===== src/rtl/spm_arbiter_pkg.sv =====
// Shared definitions for the SPM single-port arbiter: widths, read-owner
// encoding and the strobe/direction constants used by the pipeline.
package spm_arbiter_pkg;

    localparam int SPM_ADDR_W = 12;
    localparam int SPM_DATA_W = 32;

    typedef logic [1:0] spm_own_t;

    localparam spm_own_t SPM_OWN_NONE = 2'd0;
    localparam spm_own_t SPM_OWN_IF   = 2'd1;
    localparam spm_own_t SPM_OWN_MEM  = 2'd2;

    localparam logic ENABLE_  = 1'b0;
    localparam logic DISABLE_ = 1'b1;
    localparam logic READ     = 1'b1;
    localparam logic WRITE    = 1'b0;

    function automatic logic spm_is_req(input logic as_n);
        return (as_n == ENABLE_);
    endfunction

endpackage


===== src/rtl/spm_arbiter_rd_ret.sv =====
// spm_rd_ret: per-requester read return path. Shows RAM data in the cycle
// the requester owns the returning read, and holds it afterwards.
module spm_rd_ret
    import spm_arbiter_pkg::*;
#(
    parameter int DATA_W = SPM_DATA_W
) (
    input  logic              clk,
    input  logic              reset,
    input  logic              sel_i,
    input  logic [DATA_W-1:0] ram_rd_data_i,
    output logic [DATA_W-1:0] rd_data_o,
    output logic              rd_vld_o
);

    logic [DATA_W-1:0] hold_q;
    logic [DATA_W-1:0] hold_d;

    // Return mux; reset hides an in-flight read and the stale hold value
    always_comb begin
        rd_vld_o = sel_i & ~reset;
        hold_d   = hold_q;
        if (sel_i) begin
            hold_d = ram_rd_data_i;
        end else begin
            hold_d = hold_q;
        end
        if (reset) begin
            rd_data_o = {DATA_W{1'b0}};
        end else if (sel_i) begin
            rd_data_o = ram_rd_data_i;
        end else begin
            rd_data_o = hold_q;
        end
    end

    // Hold register
    always_ff @(posedge clk) begin
        if (reset) begin
            hold_q <= {DATA_W{1'b0}};
        end else begin
            hold_q <= hold_d;
        end
    end

endmodule


===== src/rtl/spm_arbiter.sv =====
// spm_arbiter: shares one synchronous-read SPM port between IF and MEM.
// Macro SPM_ARB_FAIR_EN enables the IF anti-starvation counter.
module spm_arbiter
    import spm_arbiter_pkg::*;
#(
    parameter int ADDR_W     = SPM_ADDR_W,
    parameter int DATA_W     = SPM_DATA_W,
    parameter int STARVE_MAX = 3
) (
    input  logic              clk,
    input  logic              reset,
    input  logic [ADDR_W-1:0] if_spm_addr,
    input  logic              if_spm_as_,
    input  logic              if_spm_rw,
    input  logic [DATA_W-1:0] if_spm_wr_data,
    output logic [DATA_W-1:0] if_spm_rd_data,
    output logic              if_spm_rd_vld,
    output logic              if_spm_busy,
    input  logic [ADDR_W-1:0] mem_spm_addr,
    input  logic              mem_spm_as_,
    input  logic              mem_spm_rw,
    input  logic [DATA_W-1:0] mem_spm_wr_data,
    output logic [DATA_W-1:0] mem_spm_rd_data,
    output logic              mem_spm_rd_vld,
    output logic              mem_spm_busy,
    output logic [ADDR_W-1:0] ram_addr,
    output logic [DATA_W-1:0] ram_wr_data,
    output logic              ram_wren,
    input  logic [DATA_W-1:0] ram_rd_data
);

    logic     if_req_s, mem_req_s;
    logic     if_gnt_s, mem_gnt_s;
    logic     force_if_s;
    logic     if_sel_s, mem_sel_s;
    spm_own_t rd_owner_q, rd_owner_d;

    // Raw requests (strobes are active low)
    always_comb begin
        if_req_s  = spm_is_req(if_spm_as_);
        mem_req_s = spm_is_req(mem_spm_as_);
    end

`ifdef SPM_ARB_FAIR_EN
    localparam logic [1:0] STARVE_LIM = 2'(STARVE_MAX);

    logic [1:0] starve_cnt_q, starve_cnt_d;

    // IF overrides MEM once it has lost STARVE_MAX cycles in a row
    always_comb begin
        force_if_s = if_req_s & (starve_cnt_q == STARVE_LIM);
    end

    // Saturating count of consecutive IF losses
    always_comb begin
        if (if_req_s && !if_gnt_s) begin
            if (starve_cnt_q != 2'd3) begin
                starve_cnt_d = starve_cnt_q + 2'd1;
            end else begin
                starve_cnt_d = starve_cnt_q;
            end
        end else begin
            starve_cnt_d = 2'd0;
        end
    end

    // Starvation counter register
    always_ff @(posedge clk) begin
        if (reset) begin
            starve_cnt_q <= 2'd0;
        end else begin
            starve_cnt_q <= starve_cnt_d;
        end
    end
`else
    // Strict MEM priority
    always_comb begin
        force_if_s = 1'b0;
    end
`endif

    // Grant: MEM holds the older instruction, so it wins unless IF is starved
    always_comb begin
        if (reset) begin
            if_gnt_s  = 1'b0;
            mem_gnt_s = 1'b0;
        end else begin
            mem_gnt_s = mem_req_s & ~force_if_s;
            if_gnt_s  = if_req_s & (~mem_req_s | force_if_s);
        end
    end

    // RAM port drive and owner of the read issued this cycle
    always_comb begin
        ram_addr    = {ADDR_W{1'b0}};
        ram_wr_data = {DATA_W{1'b0}};
        ram_wren    = 1'b0;
        rd_owner_d  = SPM_OWN_NONE;
        case ({if_gnt_s, mem_gnt_s})
            2'b10: begin
                ram_addr    = if_spm_addr;
                ram_wr_data = if_spm_wr_data;
                ram_wren    = (if_spm_rw == WRITE);
                rd_owner_d  = (if_spm_rw == READ) ? SPM_OWN_IF : SPM_OWN_NONE;
            end
            2'b01: begin
                ram_addr    = mem_spm_addr;
                ram_wr_data = mem_spm_wr_data;
                ram_wren    = (mem_spm_rw == WRITE);
                rd_owner_d  = (mem_spm_rw == READ) ? SPM_OWN_MEM : SPM_OWN_NONE;
            end
            default: begin
                rd_owner_d = SPM_OWN_NONE;
            end
        endcase
    end

    // Stall the loser; busy always follows the raw request
    always_comb begin
        if_spm_busy  = if_req_s & ~if_gnt_s;
        mem_spm_busy = mem_req_s & ~mem_gnt_s;
        if_sel_s     = (rd_owner_q == SPM_OWN_IF);
        mem_sel_s    = (rd_owner_q == SPM_OWN_MEM);
    end

    // Read owner register
    always_ff @(posedge clk) begin
        if (reset) begin
            rd_owner_q <= SPM_OWN_NONE;
        end else begin
            rd_owner_q <= rd_owner_d;
        end
    end

    spm_rd_ret #(.DATA_W(DATA_W)) u_if_ret (
        .clk           (clk),
        .reset         (reset),
        .sel_i         (if_sel_s),
        .ram_rd_data_i (ram_rd_data),
        .rd_data_o     (if_spm_rd_data),
        .rd_vld_o      (if_spm_rd_vld)
    );

    spm_rd_ret #(.DATA_W(DATA_W)) u_mem_ret (
        .clk           (clk),
        .reset         (reset),
        .sel_i         (mem_sel_s),
        .ram_rd_data_i (ram_rd_data),
        .rd_data_o     (mem_spm_rd_data),
        .rd_vld_o      (mem_spm_rd_vld)
    );

endmodule


===== config.mk =====
export PLATFORM = sky130hd
export DESIGN_NAME = spm_arbiter
export DESIGN_NICKNAME = d
export VERILOG_FILES = /design/src/rtl/spm_arbiter_pkg.sv /design/src/rtl/spm_arbiter_rd_ret.sv /design/src/rtl/spm_arbiter.sv
export SDC_FILE = /design/constraint.sdc
export NUM_CORES = 1
export LEC_CHECK = 0
export CAP_MARGIN = 20
export CORE_MARGIN = 2
export CORE_UTILIZATION = 36
export DETAILED_ROUTE_END_ITERATION = 10
export PLACE_DENSITY_LB_ADDON = 0.08
export SYNTH_ARGS = -nofsm -noshare
export SYNTH_HDL_FRONTEND = slang
export SYNTH_SLANG_ARGS = --single-unit

===== constraint.sdc =====
create_clock -name clk -period 1.73 [get_ports clk]
set_input_delay 0.173 -clock clk [delete_from_list [all_inputs] [get_ports clk]]
set_output_delay 0.173 -clock clk [all_outputs]
set_load 0.02 [all_outputs]

* After elaboration in Yosys (flattened, before gate mapping) *
Index checks and enable logic that the tools add are counted.
W data, S select, Z words.

cells by class
  equal/unequal tests = 4
  mux-type cells = 12
  bitwise operators = 12

operators with widths
  cell                  count
  $mux W32              4
  $pmux W32 S2          1
  $pmux W12 S2          1
  $not A1 Y1            7
  $and A1 B1 Y1         5
  $eq A2 B1 Y1 const B  2
  $eq A2 B2 Y1 const B  2
  $pmux W2 S2           1
  $mux W1               3
  $mux W2               1
  $pmux W1 S2           1

storage, ports and cells
  bits in registers = 66
  bits of input ports = 126
  output and inout port bits = 113
  word-level logic and storage cells = 31

* Depth between registers and ports, before layout *
  depth in word-level cells = 5
  gate-level depth with buffers = 9
  gate-level depth less buffers = 5

* By module *
Synthesis repeated with hierarchy kept, for this count alone.

unflattened totals
  cells, all modules = 333
  area, all modules = 3484.6 um^2

by module, submodules not included
  module       instances  cells each  area an instance (um^2)
  spm_rd_ret   2          105         1182.4
  spm_arbiter  1          123         1119.8

* Worst setup path before layout *
No wires, ideal clock.

  kind = in2out
  start = input port reset
  end = output port ram_addr[0]
  arrival = 1.521 ns
  path slack = 0.036 ns
  cell stages on the path = 8
  cells stage by stage = buf_6 > buf_6 > inv_1 > nand3_1 > ha_1 > buf_2 > clkbuf_1 > nor2_1

between the ends
  cells in the longest elaborated chain, start to end = 3

RTL lines
  what                                                 RTL line           RTL
  start, declared                                      spm_arbiter.sv:11  input logic reset,
  $mux W1                                              spm_arbiter.sv:84  if (reset) begin
  $eq A2 B1 Y1 / $eq A2 B2 Y1 (equally long branches)  spm_arbiter.sv:99  case ({if_gnt_s, mem_gnt_s})
  $pmux W12 S2 *                                       spm_arbiter.sv:99
  end, declared                                        spm_arbiter.sv:26  output logic [ADDR_W-1:0] ram_addr,

Mark *: on every way between the ends. The rest lies on a longest branch, timed or not.

* Worst setup path in the final report *
  start = register rd_owner_q[1]
  end = output port mem_spm_rd_data[23]

between the ends
  cells in the longest elaborated chain, start to end = 3

RTL lines
  what                    RTL line            RTL
  start, declared         spm_arbiter.sv:36   spm_own_t rd_owner_q, rd_owner_d;
  start signal, assigned  spm_arbiter.sv:131  rd_owner_q <= rd_owner_d;
  $eq A2 B2 Y1            spm_arbiter.sv:123  mem_sel_s = (rd_owner_q == SPM_OWN_MEM);
  $mux W32 (2 in series)  n/a
  end, declared           spm_arbiter.sv:23   output logic [DATA_W-1:0] mem_spm_rd_data,

Every way passes these cells.

==> results.sh <==
export IMPL_root_buffer="clkbuf_8"
export IMPL_layout_drive_gt1_share_pct=35.8
export IMPL_crit_chain="nor2b_4 > buf_4 > buf_12 > mux2i_2 > buf_4"
export IMPL_syn_num_nets=496
export IMPL_skew_ns=0.00656
export IMPL_core_mm2=0.00924
export IMPL_timing_final_crit_share_pct=101
export IMPL_synth_warnings=0
export IMPL_async_flop_share_pct=0
export IMPL_dp_cells=722
export IMPL_synth_cells=368
export IMPL_sequentialPowerShare_pct=40.0
export IMPL_tns_ns=-0.0450
export IMPL_cp_max_fo=6
export IMPL_start_kind="flop"
export IMPL_synth_cell_types=17
export IMPL_vias=3668
export IMPL_setup_viol=4
export IMPL_crit_arrival_ns=1.58
export IMPL_netSwitchingPower_uw=997
export IMPL_ioPinCount=239
export IMPL_cts_buffer_depth=2
export IMPL_grt_remaining_overflow=0
export IMPL_ys_seq_elements=66
export IMPL_fmax_ghz=0.570
export IMPL_dpl_hpwl_um=9390
export IMPL_drtAntennaViolNets=0
export IMPL_yosysSeqAreaShare_pct=38.6
export IMPL_required_ns=1.56
export IMPL_syn_area_mm2=0.00343
export IMPL_die_w_um=102
export IMPL_synth_most_common_cell="nand2b_1"
export IMPL_clkPwrFrac_pct=37.7
export IMPL_period_minus_slack_ns=1.75
export IMPL_sw_frac_of_total_pct=25.9
export IMPL_rsz0062_at_grt="yes"
export IMPL_worstRegToRegCells=6
export IMPL_rr_startpoint="rd_owner_q[1]"
export IMPL_synth_flop_cell="dfxtp_1"
export IMPL_synth_area_leaders="dfxtp_1 39%, mux2i_1 19%, nand2b_1 18%, a22oi_1 9.6%, nor2_1 5.3%"
export IMPL_cts_sinks=66
export IMPL_grt_usage_pct=23.9
export IMPL_fin_nets=749
export IMPL_antenna_found_initial=1
export IMPL_hold_path_end="rd_owner_q[1]"
export IMPL_max_stage_delay_ns=0.33
export IMPL_final_max_slew_viol_count=0
export IMPL_grt_start_max_net_pins=57
export IMPL_htreeDepth=3
export IMPL_gp_congestion=0.868
export IMPL_clk_latency_ns=0.34
export IMPL_synth_commonest_cells="99 x nand2b_1, 66 x dfxtp_1, 64 x mux2i_1"
export IMPL_path_delay_family="buffers and inverters"
export IMPL_min_delay_start="reset"
export IMPL_dieArea_mm2=0.0103
export IMPL_yosys_area_top_type="dfxtp_1"
export IMPL_holdPathStages=3
export IMPL_cts_buffers=9
export IMPL_drt_total_wl_um=13000
export IMPL_grt_first_pass_wirelength_um=18900
export IMPL_p_int_mw=2.86
export IMPL_yosysTopAreaCellShare_pct=38.6
export IMPL_grt_pass1_vias=3619
export IMPL_power_mw=3.86
export IMPL_routedWlPerCell_um=17.3
export IMPL_hold_class="input port to flop"
export IMPL_vias_per_cell=4.86
export IMPL_total_leakage_power_nw=2.76
export IMPL_initial_core_util_pct=37.1
export IMPL_hold_viol=0
export IMPL_dieHeight_um=102
export IMPL_r2r_end="u_mem_ret.hold_q[9]"
export IMPL_drt_pass1_iterations=4
export IMPL_final_cell_count_no_fill=755
export IMPL_crit_path_end_kind="output pin"
export IMPL_ctsHoldBuffers=0
export IMPL_antenna_cells=0
export IMPL_cp_slowest_cell="dfxtp_2"
export IMPL_p_per_area_mw_per_mm2=584
export IMPL_layout_setup_ws_ns=-0.0245
export IMPL_critPathMostFrequentCell="buf_4"
export IMPL_areaGrowthSynthToFinish_pct=92.7
export IMPL_drc_errors=0
export IMPL_r2r_setup_slack_ns=0.41
export IMPL_drt_iter0_drc=100
export IMPL_synth_edf_count=0
export IMPL_worstSetupPathType="flop to output pin"
export IMPL_cts_clk_slew_worst_paths_ns=0.07
export IMPL_cp_num_buf_inv=3
export IMPL_portBuffers=238
export IMPL_avgSynthCellArea_um2=9.31
export IMPL_cts_tree="yes"
export IMPL_max_cap_violations=0
export IMPL_rows=35
export IMPL_slew_headroom_pct=74.2
export IMPL_worst_pin_slew_ns=0.387
export IMPL_hold_ws_ns=0.324
export IMPL_violations="setup timing"
export IMPL_combinationalPowerShare_pct=22.3
export IMPL_status="finished with violations"
export IMPL_vdd_drop_max_v=0.000490
## cell families after synthesis
group | Yosys count | synth area share (%)
buffers and inverters | 37 | 7.45
adders and majority gates | 2 | 0.730
muxes | 64 | 18.7
DFF | 66 | 38.6
AOI/OAI and AO/OA | 46 | 9.93
and+or+nand+nor | 153 | 24.6
## power groups by stage
stage	clock network (mW)	logic (mW)	registers [mW]
finish	1.45	0.860	1.54
global route	1.55	0.909	1.54
CTS	1.49	0.814	1.54
detailed placement	0	0.780	1.58
global placement	0	0.773	1.58
floorplan	0	0.312	1.58
## registers in the layout, summed over array words and instances, names as in the netlist
name / flops
u_if_ret.hold_q: 32
u_mem_ret.hold_q: 32
rd_owner_q: 2
## worst min-delay path, stage by stage
cell and delay [ns]:
buf_2 0.15, inv_1 0.11, and3_1 0.18
## metrics by stage
| stage | cell area (um2) | util (%) | worst slack (ns) |
|---|---|---|---|
| 2_1_floorplan | 3430 | - | 0.0362 |
| 3_3_place_gp | 5970 | 64.6 | -0.632 |
| 3_5_place_dp | 5970 | 64.6 | -0.657 |
| 4_1_cts | 6320 | 68.4 | -0.0949 |
| 5_1_grt | 6600 | 71.4 | -0.0789 |
| 6_report | 6600 | 71.4 | -0.0245 |
## how the worst max path moves through the flow
stage	startpoint	to	slack, ns	depth (start not counted)
after floorplan	reset	ram_addr[0]	0.04	8
after global placement	mem_spm_as_	ram_wr_data[11]	-0.63	7
after detailed placement	mem_spm_as_	ram_wr_data[11]	-0.66	7
after CTS	rd_owner_q[1]	mem_spm_rd_data[0]	-0.09	6
after global routing	rd_owner_q[1]	mem_spm_rd_data[16]	-0.08	5
final	rd_owner_q[1]	mem_spm_rd_data[23]	-0.02	5
## cell usage in the layout, fill, tap and decap left out, types with 4 or more instances in the layout
master / n
buf_2: 37
mux2i_4: 23
mux2i_2: 13
buf_16: 4
nand2b_1: 98
clkdlybuf4s50_1: 124
buf_4: 50
mux2i_1: 28
buf_12: 10
buf_6: 20
clkbuf_8: 9
dfxtp_1: 64
a22oi_1: 33
clkdlybuf4s15_2: 5
nor2_1: 44
clkbuf_2: 21
a22oi_2: 11
## layout make-up
cell class              count  area, um2
fillers                   740       2640
repair buffers            276       2570
multi-input cells         265       2300
flip-flops and latches     66       1320
well taps                 129        161
clock buffers               9        124
clock inverters             7        101
inverters                   3       11.3
## per-layer routing
| metal | track usage [%] | share of wire, % |
|---|---|---|
| met4 | 11.3 | 4.0 |
| met2 | 39.9 | 51 |
| met1 | 27.0 | 36 |
| met5 | 0 | 0.10 |
| met3 | 8.90 | 8.5 |
## repair_timing
action	in CTS	in global routing
pin swaps	4	3
hold endpoints to repair	0	0
buffers inserted	9	2
gates cloned	5	2
resized for setup	442	123
endpoints found under the setup margin	112	85
(Power assumes the default switching activity.)
